--- config.mk ---
export PLATFORM = sky130hd
export DESIGN_NAME = mem_port_arbiter
export DESIGN_NICKNAME = d
export VERILOG_FILES = /design/src/rtl/mem_port_arbiter.sv
export SDC_FILE = /design/constraint.sdc
export NUM_CORES = 1
export LEC_CHECK = 0
export BUFFER_PORTS_ARGS = -buffer_cell sky130_fd_sc_hd__buf_2
export CAP_MARGIN = 25
export CORE_MARGIN = 4
export CORE_UTILIZATION = 46
export DETAILED_ROUTE_END_ITERATION = 8
export HOLD_SLACK_MARGIN = 0.15
export PLACE_DENSITY_LB_ADDON = 0.08
export SLEW_MARGIN = 10
export SYNTH_ARGS = -nofsm -noshare
export SYNTH_HDL_FRONTEND = slang
export SYNTH_SLANG_ARGS = --single-unit
--- constraint.sdc ---
create_clock -name clk -period 1.9 [get_ports clk]
set_input_delay 0.19 -clock clk [delete_from_list [all_inputs] [get_ports clk]]
set_output_delay 0.19 -clock clk [all_outputs]
set_load 0.03 [all_outputs]
--- src/rtl/mem_port_arbiter.sv ---
// Shares one single-ported external memory between the fetch and data ports.
// Data requests win; a one-entry instruction buffer absorbs repeated fetches.
module mem_port_arbiter #(
    parameter int ADDR_W = 32,
    parameter int DATA_W = 32
) (
    input  logic              clk,
    input  logic              reset,
    input  logic [ADDR_W-1:0] if_pc,
    output logic [DATA_W-1:0] if_instr,
    output logic              if_stall,
    input  logic              d_read_en,
    input  logic              d_write_en,
    input  logic [ADDR_W-1:0] d_addr,
    input  logic [DATA_W-1:0] d_wdata,
    output logic [DATA_W-1:0] d_rdata,
    output logic              d_stall,
    output logic              mem_req,
    output logic              mem_we,
    output logic [ADDR_W-1:0] mem_addr,
    output logic [DATA_W-1:0] mem_wdata,
    input  logic [DATA_W-1:0] mem_rdata,
    input  logic              mem_ack
);

    typedef enum logic [1:0] {
        IDLE,
        D_BUSY,
        I_BUSY,
        D_DONE
    } state_t;

    state_t state, state_nx;

    logic              ibuf_valid;
    logic [ADDR_W-1:0] ibuf_pc;
    logic [DATA_W-1:0] ibuf_data;

    logic dreq, hit;
    logic issue_d, issue_i, d_ack, i_ack;

    assign dreq     = d_read_en | d_write_en;
    assign hit      = ibuf_valid && (ibuf_pc == if_pc);
    assign if_stall = !hit;
    assign if_instr = ibuf_data;
    assign d_stall  = dreq && (state != D_DONE);

    always_ff @(posedge clk or negedge reset) begin
        if (!reset) begin
            state <= IDLE;
        end else begin
            state <= state_nx;
        end
    end

    always_comb begin
        state_nx = state;
        issue_d  = 1'b0;
        issue_i  = 1'b0;
        d_ack    = 1'b0;
        i_ack    = 1'b0;
        unique case (state)
            IDLE: begin
                if (dreq) begin
                    issue_d  = 1'b1;
                    state_nx = D_BUSY;
                end else if (!hit) begin
                    issue_i  = 1'b1;
                    state_nx = I_BUSY;
                end
            end
            D_BUSY: begin
                if (mem_ack) begin
                    d_ack    = 1'b1;
                    state_nx = D_DONE;
                end
            end
            I_BUSY: begin
                if (mem_ack) begin
                    i_ack    = 1'b1;
                    state_nx = IDLE;
                end
            end
            D_DONE: state_nx = IDLE;
            default: state_nx = IDLE;
        endcase
    end

    always_ff @(posedge clk or negedge reset) begin
        if (!reset) begin
            mem_req    <= 1'b0;
            mem_we     <= 1'b0;
            mem_addr   <= '0;
            mem_wdata  <= '0;
            ibuf_valid <= 1'b0;
            ibuf_pc    <= '0;
            ibuf_data  <= '0;
            d_rdata    <= '0;
        end else begin
            if (issue_d) begin
                mem_req   <= 1'b1;
                mem_we    <= d_write_en;
                mem_addr  <= d_addr;
                mem_wdata <= d_wdata;
            end else if (issue_i) begin
                mem_req  <= 1'b1;
                mem_we   <= 1'b0;
                mem_addr <= if_pc;
            end
            if (d_ack) begin
                mem_req <= 1'b0;
                if (!mem_we) begin
                    d_rdata <= mem_rdata;
                end else if (mem_addr == ibuf_pc) begin
                    // a store over the buffered instruction makes it stale
                    ibuf_valid <= 1'b0;
                end
            end
            if (i_ack) begin
                mem_req    <= 1'b0;
                ibuf_valid <= 1'b1;
                ibuf_pc    <= mem_addr;
                ibuf_data  <= mem_rdata;
            end
        end
    end

endmodule

==> impl_metrics.json <==
{
  "fin_crit_sh_pct": 128.8,
  "grt_pass1_wl_microns": 39540,
  "area_growth_pct": 48.62,
  "power-per-cell-area_nw_per_um2": 1725,
  "synthTopCellsByArea": "dfrtp_1 (52%), mux2_2 (11%), nand2_1 (6.2%)",
  "io_buffers": 264,
  "yosysSeqAreaShare_pct": 52.04,
  "violations": "negative setup slack",
  "fmax_mhz": 408.5,
  "min_path_type": "in -> reg",
  "clk_pin_slew_ns": 0.06,
  "wl_per_cell_microns": 18.71,
  "ys.flop_type": "dfrtp_1",
  "setup_violations": 36,
  "clock-sinks": 165,
  "rsz0062_at_grt": "true",
  "grt_pass1_vias": 7625,
  "crit_slowest_cell": "or4_4",
  "synth_nets": 823,
  "yosysWarningCount": 0,
  "overflow": 0,
  "pre_cts_slack_ns": -0.2000,
  "cp_top_family": "simple AND/OR/NAND/NOR gates",
  "core_area_sq_um": 16760,
  "dp_cells": 1170,
  "cp-end-kind": "output port",
  "die_area_sq_um": 19410,
  "grt_usage_pct": 25.27,
  "fin_total_pwr_mw": 20.34,
  "antenna_found_initial": 3,
  "crit_end": "if_stall",
  "maxSlewHeadroom_pct": 63.75,
  "crit_path_start_kind": "flop",
  "final_nets": 1237,
  "post-route-util_pct": 70.35,
  "die_h_microns": 139.3,
  "rows": 47,
  "grt_start_max_net_pins": 66,
  "place_hpwl_microns": 17140,
  "numCtsBuffers": 17,
  "tightest_slew_ns": 0.5437,
  "clockRootBuffer": "clkbuf_16",
  "crit_chain": "xnor2_1 -> buf_4 -> nand4_1 -> nor4bb_1 -> nand4_1 -> or4_4 -> buf_6",
  "ys_ff_latch": 165,
  "worst_clock_skew_ns": 0.009237,
  "fin_area_sq_um": 11790,
  "synth_edf_count": 0,
  "critPathBufInv": 2,
  "drive_gt1_share_pct": 41.90,
  "yosysMostFrequentCell": "dfrtp_1",
  "status": "finished with violations",
  "vias_per_cell": 5.247,
  "vias": 7015,
  "cp_common_cell": "nand4_1",
  "ir_worst_vdd_mv": 1.080,
  "dr.pass1.iters": 4,
  "synth_common_cells": "dfrtp_1 (165), nand2_1 (131), mux2_2 (79)",
  "final_cell_count_no_fill": 1337,
  "io_pins": 265,
  "remaining_drc_errors": 0,
  "place_area_sq_um": 9721,
  "insertion_delay_ns": 0.43,
  "clockBufferDepth": 2,
  "cts_tree": "done",
  "synthesis.area_sq_um": 7934,
  "hold_viol": 0,
  "drt_iter0_drc": 331,
  "cts_hold_repair.buffers": 131,
  "p_leak_nw": 5.678,
  "netlist-cell-type-count": 40,
  "critPathKind": "reg -> out",
  "regToRegEndpoint": "mem_addr[0]$_DFFE_PN0P_",
  "synth_top_cell_area_share_pct": 52.04,
  "start_util_pct": 47.34,
  "drtAntennaViolNets": 0,
  "avgSynthCellArea_sq_um": 11.50,
  "cp.arrival_ns": 2.26,
  "htree_levels": 4,
  "antenna_cells": 0,
  "synth_cells": 690,
  "wirelength_microns": 25010,
  "worst_slack_ns": -0.5477,
  "finalCriticalPeriod_ns": 2.448,
  "rrSetupSlack_ns": -0.15,
  "cp.depth": 7,
  "synth_top_cell_by_area": "dfrtp_1",
  "crit_fanout": 2,
  "crit_start": "ibuf_pc[2]$_DFFE_PN0P_",
  "synthArstFlopShare_pct": 100.0,
  "cp.required_ns": 1.71,
  "gp_congestion": 0.9254,
  "drv_slew": 0,
  "critical-path-max-stage-delay_ns": 0.51,
  "die_w_microns": 139.3,
  "regToRegStartpoint": "ibuf_pc[13]$_DFFE_PN0P_",
  "worst_r2r_path_depth": 7,
  "max_cap_violations": 0
}
-- worst register-to-register path, stage by stage (launching register included) --
cell and delay, ns:
dfrtp_1 0.41, xnor2_2 0.22, buf_4 0.15, nand4_1 0.14
nor4b_4 0.37, and3_4 0.37, clkbuf_16 0.20, o211ai_2 0.08
-- worst min-delay path by stage --
stage,start,endpoint,cells past startpoint
detailed placement,reset,mem_addr[20]$_DFFE_PN0P_,1
CTS,if_pc[2],mem_addr[2]$_DFFE_PN0P_,3
floorplan,reset,d_rdata[0]$_DFFE_PN0P_,0
finish,if_pc[2],mem_addr[2]$_DFFE_PN0P_,3
global route,if_pc[2],mem_addr[2]$_DFFE_PN0P_,3
global placement,reset,mem_addr[20]$_DFFE_PN0P_,1
-- cells by family after synthesis --
| group | Yosys count | share of synthesized area [%] |
|---|---|---|
| compound gates | 70 | 8.469 |
| xor+xnor | 65 | 7.270 |
| buf+inv | 48 | 3.312 |
| flops | 165 | 52.04 |
| mux | 97 | 13.75 |
| simple gates | 245 | 15.16 |
-- placed cells by master (no fill, tap or decap), drive strengths merged, types with 2 or more instances in the layout --
cell type / instances
clkinv: 5
nor4b: 3
nor3: 2
o311a: 3
buf: 308
o211ai: 29
mux2: 96
dfrtp: 165
a21oi: 3
nand2: 131
xor2: 47
nor4: 10
dlygate4sd3: 131
nor2: 15
bufinv: 2
nand4: 40
and2: 31
nand3: 2
xnor2: 18
o22a: 3
inv: 8
or2: 2
clkbuf: 21
and3: 2
a22oi: 29
nor2b: 2
-- what timing repair did --
action | 4_1_cts | 5_1_grt
endpoints found under the hold margin | 183 | 1
buffers inserted | 0 | 1
pin swaps | 4 | 38
gates cloned | 0 | 4
gates resized for setup | 8 | 7
endpoints found under the setup margin | 36 | 37
-- state kept, by name, indices dropped and copies added (netlist names) --
register    cells
d_rdata        32
ibuf_valid      1
ibuf_pc        32
mem_wdata      32
if_instr       32
mem_req         1
state           2
mem_we          1
mem_addr       32
-- power breakdown --
group	switching, mW	internal [mW]	total (mW)	leakage, nW
Sequential	1.39	5.26	6.65	2.00
Clock	1.51	1.98	3.49	0.294
Combinational	6.18	4.02	10.2	3.39
-- per-stage QoR --
stage	hold slack (ns)	TNS (ns)
after floorplan	-0.1056	0
after global placement	0.1678	-0.1657
after detailed placement	0.1843	-0.6449
after CTS	0.06093	-0.5723
after global routing	0.08446	-6.969
final	0.08497	-5.129
-- routing by layer --
layer / vias up / global-route usage (%) / share of wire, %
met5: - / 0 / 0.14
met2: 233 / 45.19 / 52
met3: 46 / 7.410 / 7.0
met1: 3464 / 29.66 / 39
met4: 6 / 6.849 / 2.3
li1: 3266 / - / -
-- area by class of cell --
| cell class | count | area (sq um) |
|---|---|---|
| Multi-Input combinational cell | 477 | 3633 |
| Sequential cell | 165 | 4129 |
| Timing Repair Buffer | 442 | 3158 |
| Fill cell | 1253 | 4969 |
| Clock inverter | 14 | 162.7 |
| Inverter | 1 | 3.754 |
| Clock buffer | 18 | 429.2 |
| Tap cell | 220 | 275.3 |
No activity file was read; power rests on OpenSTA's default activity.
